## config.mk

```make
export PLATFORM = sky130hd
export DESIGN_NAME = exmem_skid_pipe
export DESIGN_NICKNAME = d
export VERILOG_FILES = /design/src/rtl/exmem_skid_pipe.sv
export SDC_FILE = /design/constraint.sdc
export NUM_CORES = 1
export LEC_CHECK = 0
export ABC_AREA = 1
export BUFFER_PORTS_ARGS = -buffer_cell sky130_fd_sc_hd__buf_2
export CORE_AREA = 2 2 112 141
export CTS_CLUSTER_SIZE = 25
export DETAILED_ROUTE_END_ITERATION = 10
export DIE_AREA = 0 0 114 143
export PLACE_DENSITY = 0.79
export RECOVER_POWER = 25
export SKIP_LAST_GASP = 1
export SLEW_MARGIN = 10
export SYNTH_ARGS = -nofsm -noshare
export SYNTH_HDL_FRONTEND = slang
export SYNTH_SLANG_ARGS = --single-unit
export TNS_END_PERCENT = 1
```

## constraint.sdc

```tcl
create_clock -name clk -period 1.85 [get_ports clk]
set_input_delay 0.0925 -clock clk [delete_from_list [all_inputs] [get_ports clk]]
set_output_delay 0.0925 -clock clk [all_outputs]
set_load 0.005 [all_outputs]
```

## src/rtl/exmem_skid_pipe.sv

```systemverilog
// EX->MEM pipeline register with valid/ready handshake, optional 2-entry skid
// buffer, synchronous flush and a head-entry forwarding lookup.
module exmem_skid_pipe #(
    parameter int DATA_W = 32,
    parameter int REG_W  = 4,
    parameter int SKID   = 1
) (
    input  logic              clk,
    input  logic              rst,
    input  logic              flush,
    input  logic              valid_E,
    output logic              ready_E,
    input  logic              pcload_E,
    input  logic              regw_E,
    input  logic              memw_E,
    input  logic              regmem_E,
    input  logic [REG_W-1:0]  regScr_E,
    input  logic [DATA_W-1:0] ALUrslt_E,
    input  logic [DATA_W-1:0] address_E,
    output logic              valid_M,
    input  logic              ready_M,
    output logic              pcload_M,
    output logic              regw_M,
    output logic              memw_M,
    output logic              regmem_M,
    output logic [REG_W-1:0]  regScr_M,
    output logic [DATA_W-1:0] ALUrslt_M,
    output logic [DATA_W-1:0] address_M,
    input  logic [REG_W-1:0]  fwd_src,
    output logic              fwd_hit,
    output logic [DATA_W-1:0] fwd_data
);

    localparam int PW = 4 + REG_W + 2 * DATA_W;

    logic [PW-1:0] in_pl;
    logic [PW-1:0] head_q;
    logic          head_v;
    logic          push;
    logic          pop;

    assign in_pl = {pcload_E, regw_E, memw_E, regmem_E,
                    regScr_E, ALUrslt_E, address_E};
    assign push  = valid_E & ready_E;
    assign pop   = head_v & ready_M;

    if (SKID != 0) begin : g_skid
        localparam logic [1:0] S_EMPTY = 2'd0;
        localparam logic [1:0] S_ONE   = 2'd1;
        localparam logic [1:0] S_TWO   = 2'd2;

        logic [1:0]    state_q, state_d;
        logic [PW-1:0] head_d;
        logic [PW-1:0] skid_q, skid_d;
        logic          rdy_q;

        always_comb begin
            state_d = state_q;
            head_d  = head_q;
            skid_d  = skid_q;
            if (flush) begin
                state_d = S_EMPTY;
            end else begin
                case (state_q)
                    S_EMPTY: begin
                        if (push) begin
                            head_d  = in_pl;
                            state_d = S_ONE;
                        end
                    end
                    S_ONE: begin
                        if (push && pop) begin
                            head_d = in_pl;
                        end else if (push) begin
                            skid_d  = in_pl;
                            state_d = S_TWO;
                        end else if (pop) begin
                            state_d = S_EMPTY;
                        end
                    end
                    S_TWO: begin
                        if (pop) begin
                            head_d  = skid_q;
                            state_d = S_ONE;
                        end
                    end
                    default: state_d = S_EMPTY;
                endcase
            end
        end

        // ready is registered from the next state so ready_M never reaches ready_E
        always_ff @(posedge clk or negedge rst) begin
            if (!rst) begin
                state_q <= S_EMPTY;
                head_q  <= '0;
                skid_q  <= '0;
                rdy_q   <= 1'b1;
            end else begin
                state_q <= state_d;
                head_q  <= head_d;
                skid_q  <= skid_d;
                rdy_q   <= (state_d != S_TWO);
            end
        end

        assign head_v  = (state_q != S_EMPTY);
        assign ready_E = rdy_q;
    end else begin : g_single
        logic head_v_q;

        always_ff @(posedge clk or negedge rst) begin
            if (!rst) begin
                head_v_q <= 1'b0;
                head_q   <= '0;
            end else if (flush) begin
                head_v_q <= 1'b0;
            end else if (push) begin
                head_v_q <= 1'b1;
                head_q   <= in_pl;
            end else if (pop) begin
                head_v_q <= 1'b0;
            end
        end

        assign head_v  = head_v_q;
        assign ready_E = !head_v_q | ready_M;
    end

    logic h_pc, h_rw, h_mw, h_rm;

    assign {h_pc, h_rw, h_mw, h_rm, regScr_M, ALUrslt_M, address_M} = head_q;

    // control bits are gated so a bubble can never write state downstream
    assign valid_M  = head_v;
    assign pcload_M = h_pc & head_v;
    assign regw_M   = h_rw & head_v;
    assign memw_M   = h_mw & head_v;
    assign regmem_M = h_rm & head_v;

    assign fwd_hit  = regw_M & (regScr_M == fwd_src);
    assign fwd_data = ALUrslt_M;

endmodule

```

==> results.json <==
{
  "result_of_the_run": "finished clean",
  "worst_setup_hold_path_clk_slew_ps": 60,
  "slowest_delay_ps": 430,
  "reg2reg_slack_ps": 180,
  "areaGrowthSynthToFinish_pct": 20.0,
  "critical_path.cell_chain": "nor2_4, buf_4, nor2_1, nand2_1, nor3_1, buf_2",
  "clk_path_buf_depth": 2,
  "layout-drive-gt1-share_pct": 23.2,
  "grt_max_degree": 73,
  "cts_tree": "yes",
  "regToRegStartpoint": "ready_E",
  "synthArstFlopShare_pct": 100,
  "timing.setup.critical_path_class": "flip-flop to output port",
  "grt_pass1_vias": 6655,
  "mappedNetlistNets": 1089,
  "setup-tns-final_ps": 0,
  "hold-path-endpoint": "g_skid.state_q[0]",
  "final-max-slew-violation-count": 0,
  "initial_core_util_pct": 53.2,
  "finalWorstPathRequiredPeriod_ps": 1760,
  "grt_setup_unrepaired": "yes",
  "timing.hold.worst.start": "ready_M",
  "diodes": 0,
  "fmax_mhz": 569,
  "synth_edf_count": 0,
  "cp_slowest_cell": "sky130_fd_sc_hd__dfrtp_2",
  "cp.buffers_inverters": 2,
  "dieArea_sq_um": 16300,
  "grt_first_pass_wirelength_mm": 32.0,
  "route.antenna.remaining_nets": 0,
  "post_synth_instance_area_sq_um": 7920,
  "grt_use_total_pct": 24.6,
  "post_synth_fa_ha_maj_area_fraction_pct": 0,
  "grt.overflow.total": 0,
  "ctsRootBufferMaster": "sky130_fd_sc_hd__clkbuf_16",
  "fp-row-count": 50,
  "cts_sinks": 147,
  "min_path_cells": 4,
  "yosys.area.top_type": "sky130_fd_sc_hd__dfrtp_1",
  "design.core.area_sq_um": 14900,
  "synth.avg_cell_area_sq_um": 7.86,
  "fin_skew_ps": 10.8,
  "combinational_family_with_the_most_area_after_synthesis": "simple AND/OR/NAND/NOR gates",
  "worst_r2r_end": "head_q[50]",
  "family_of_cells_with_the_greatest_summed_delay_on_the_critical_path": "simple AND/OR/NAND/NOR gates",
  "cts_htree_levels": 4,
  "post-route-period-util_pct": 95.0,
  "report.final.setup_viol": 0,
  "drc": 0,
  "synth-compound-area-share_pct": 4.71,
  "place_congestion": 0.781,
  "worst-r2r-cell-count": 5,
  "synth-xor-area-share_pct": 0.442,
  "count_of_warnings_emitted_by_yosys": 0,
  "die_w_um": 114,
  "p_leak_nw": 5.36,
  "via_count": 6877,
  "worstPathMaxFanout": 6,
  "setup_slack_ps": 91.7,
  "number_of_standard_cells_after_synthesis": 1008,
  "place_worst_setup_slack_ps": 219,
  "dominantRegCellSynth": "sky130_fd_sc_hd__dfrtp_1",
  "post_synthesis_sequential_element_count": 147,
  "synth_top_area_share_pct": 46.1,
  "die_y_um": 143,
  "post_synth_main_area_contributors": "sky130_fd_sc_hd__dfrtp_1 46%, sky130_fd_sc_hd__nand2_1 17%, sky130_fd_sc_hd__buf_4 9.5%",
  "max_cap_violations": 0,
  "mean_number_of_vias_per_cell": 5.14,
  "initialDrtViolationCount": 544,
  "number_of_distinct_standard_cells_referenced_by_the_synthesized_netlist": 26,
  "tightest_slew_ps": 1400,
  "hp-class": "input port to flip-flop",
  "ir_drop_mv": 0.526,
  "powerDensity_nw_per_um2": 1080,
  "hold_vio_cnt_final": 0,
  "top_level_port_count": 188,
  "count_of_buffers_from_port_buffering": 187,
  "wirelength_mm": 19.6,
  "place_hpwl_mm": 11.4,
  "number_of_antenna_violations_at_the_first_check_in_global_routing": 0,
  "timing.critical_path.from_type": "flip-flop",
  "synth_simple_gate_area_share_pct": 29.8,
  "clock_insertion_delay_worst_skew_ps": 420,
  "synth_mux_area_share_pct": 0,
  "hold_ws_ps": 95.1,
  "worst_slew_margin_rel_pct": 6.45,
  "cts_made_buffers": 17,
  "cp_data_arrival_time_ps": 1670,
  "cp-end-kind": "output port",
  "nets_final": 1224,
  "routedWlPerCell_um": 14.7,
  "critPathRequiredTime_ps": 1760,
  "synth_sequential_area_ratio_pct": 46.4,
  "drt_first_pass_iters": 5
}
## registers in the layout, indices dropped and copies added, names as in the netlist
signal,cells
g_skid.skid_q,72
head_q,72
g_skid.state_q,2
ready_E,1
## cell usage after synthesis (2+ instances only)
cell type / number
sky130_fd_sc_hd__o21ai_2: 2
sky130_fd_sc_hd__xnor2_1: 3
sky130_fd_sc_hd__nor2_1: 9
sky130_fd_sc_hd__dfrtp_1: 146
sky130_fd_sc_hd__buf_2: 29
sky130_fd_sc_hd__nand2_2: 12
sky130_fd_sc_hd__buf_4: 100
sky130_fd_sc_hd__nor2_4: 2
sky130_fd_sc_hd__nand3_2: 2
sky130_fd_sc_hd__inv_2: 3
sky130_fd_sc_hd__nand3_1: 74
sky130_fd_sc_hd__o21ai_1: 58
sky130_fd_sc_hd__nand4_1: 72
sky130_fd_sc_hd__nand2_1: 357
sky130_fd_sc_hd__inv_1: 81
sky130_fd_sc_hd__o21ai_0: 12
sky130_fd_sc_hd__clkbuf_1: 22
sky130_fd_sc_hd__buf_6: 16
## layer usage
layer / part of all wire (%) / wire length (um) / global-route usage (%)
met1: 41 / 8090 / 30.8
met2: 51 / 9920 / 42.7
met3: 6.0 / 1170 / 3.74
met4: 2.2 / 422 / 9.76
met5: 0 / 0 / 0
## cells in the final DEF (no fill, tap or decap), drive strengths merged
cell type and instances:
a21oi 1, buf 207, bufinv 2, clkbuf 21, clkinv 6, clkinvlp 2
dfrtp 146, dfstp 1, dlygate4sd3 74, inv 87, nand2 370, nand3 76
nand4 73, nor2 12, nor3 1, o21ai 72, or2 1, xnor2 3
xor2 1
## stage by stage
stage / util, % / area, sq um / power, mW / std cells
after detailed placement: 54.9 / 8180 / 6.70 / 1231
after global placement: 54.9 / 8180 / 6.60 / 1231
final: 63.8 / 9510 / 10.2 / 1338
after global routing: 63.8 / 9510 / 10.8 / 1338
after CTS: 63.9 / 9510 / 10.3 / 1337
after floorplan: - / 7920 / 6.37 / 1008
## cell families after synthesis
kind of cell,Yosys count
AOI/OAI and AO/OA,73
and+or+nand+nor,533
DFF,147
buffers and inverters,251
xor gates and xnor gates,4
## timing repair
action	4_1_cts	5_1_grt
resized for setup	0	2
setup buffers	0	1
setup endpoints to repair	0	1
endpoints found under the hold margin	121	0
hold buffers	74	0
## worst min-delay path: cells and delay by family
kind	cells	cell delay, ps
simple gates	2	100
xor+xnor	1	160
buf+inv	1	120
## how the worst max path moves through the flow
stage	start	end	slack (ps)	cells past startpoint
floorplan	ready_E	g_skid.skid_q[63]	430	7
CTS	g_skid.state_q[1]	fwd_hit	20	6
global placement	g_skid.state_q[0]	head_q[0]	250	6
finish	g_skid.state_q[1]	fwd_hit	90	6
detailed placement	ready_E	head_q[10]	220	5
global route	g_skid.state_q[1]	fwd_hit	-10	6
## power breakdown
| part | total [mW] | switching (mW) | internal [mW] |
|---|---|---|---|
| clock | 3.46 | 1.41 | 2.04 |
| sequential | 4.55 | 0.505 | 4.04 |
| combinational | 2.24 | 1.22 | 1.02 |
| total | 10.2 | 3.14 | 7.11 |
## layout make-up
cell class / count / area, sq um
Tap cell: 182 / 228
Fill cell: 1250 / 5380
Inverter: 84 / 315
Multi-Input combinational cell: 610 / 2780
Clock inverter: 13 / 150
Timing Repair Buffer: 283 / 1910
Sequential cell: 147 / 3680
Clock buffer: 19 / 443
(Power assumes the default switching activity.)
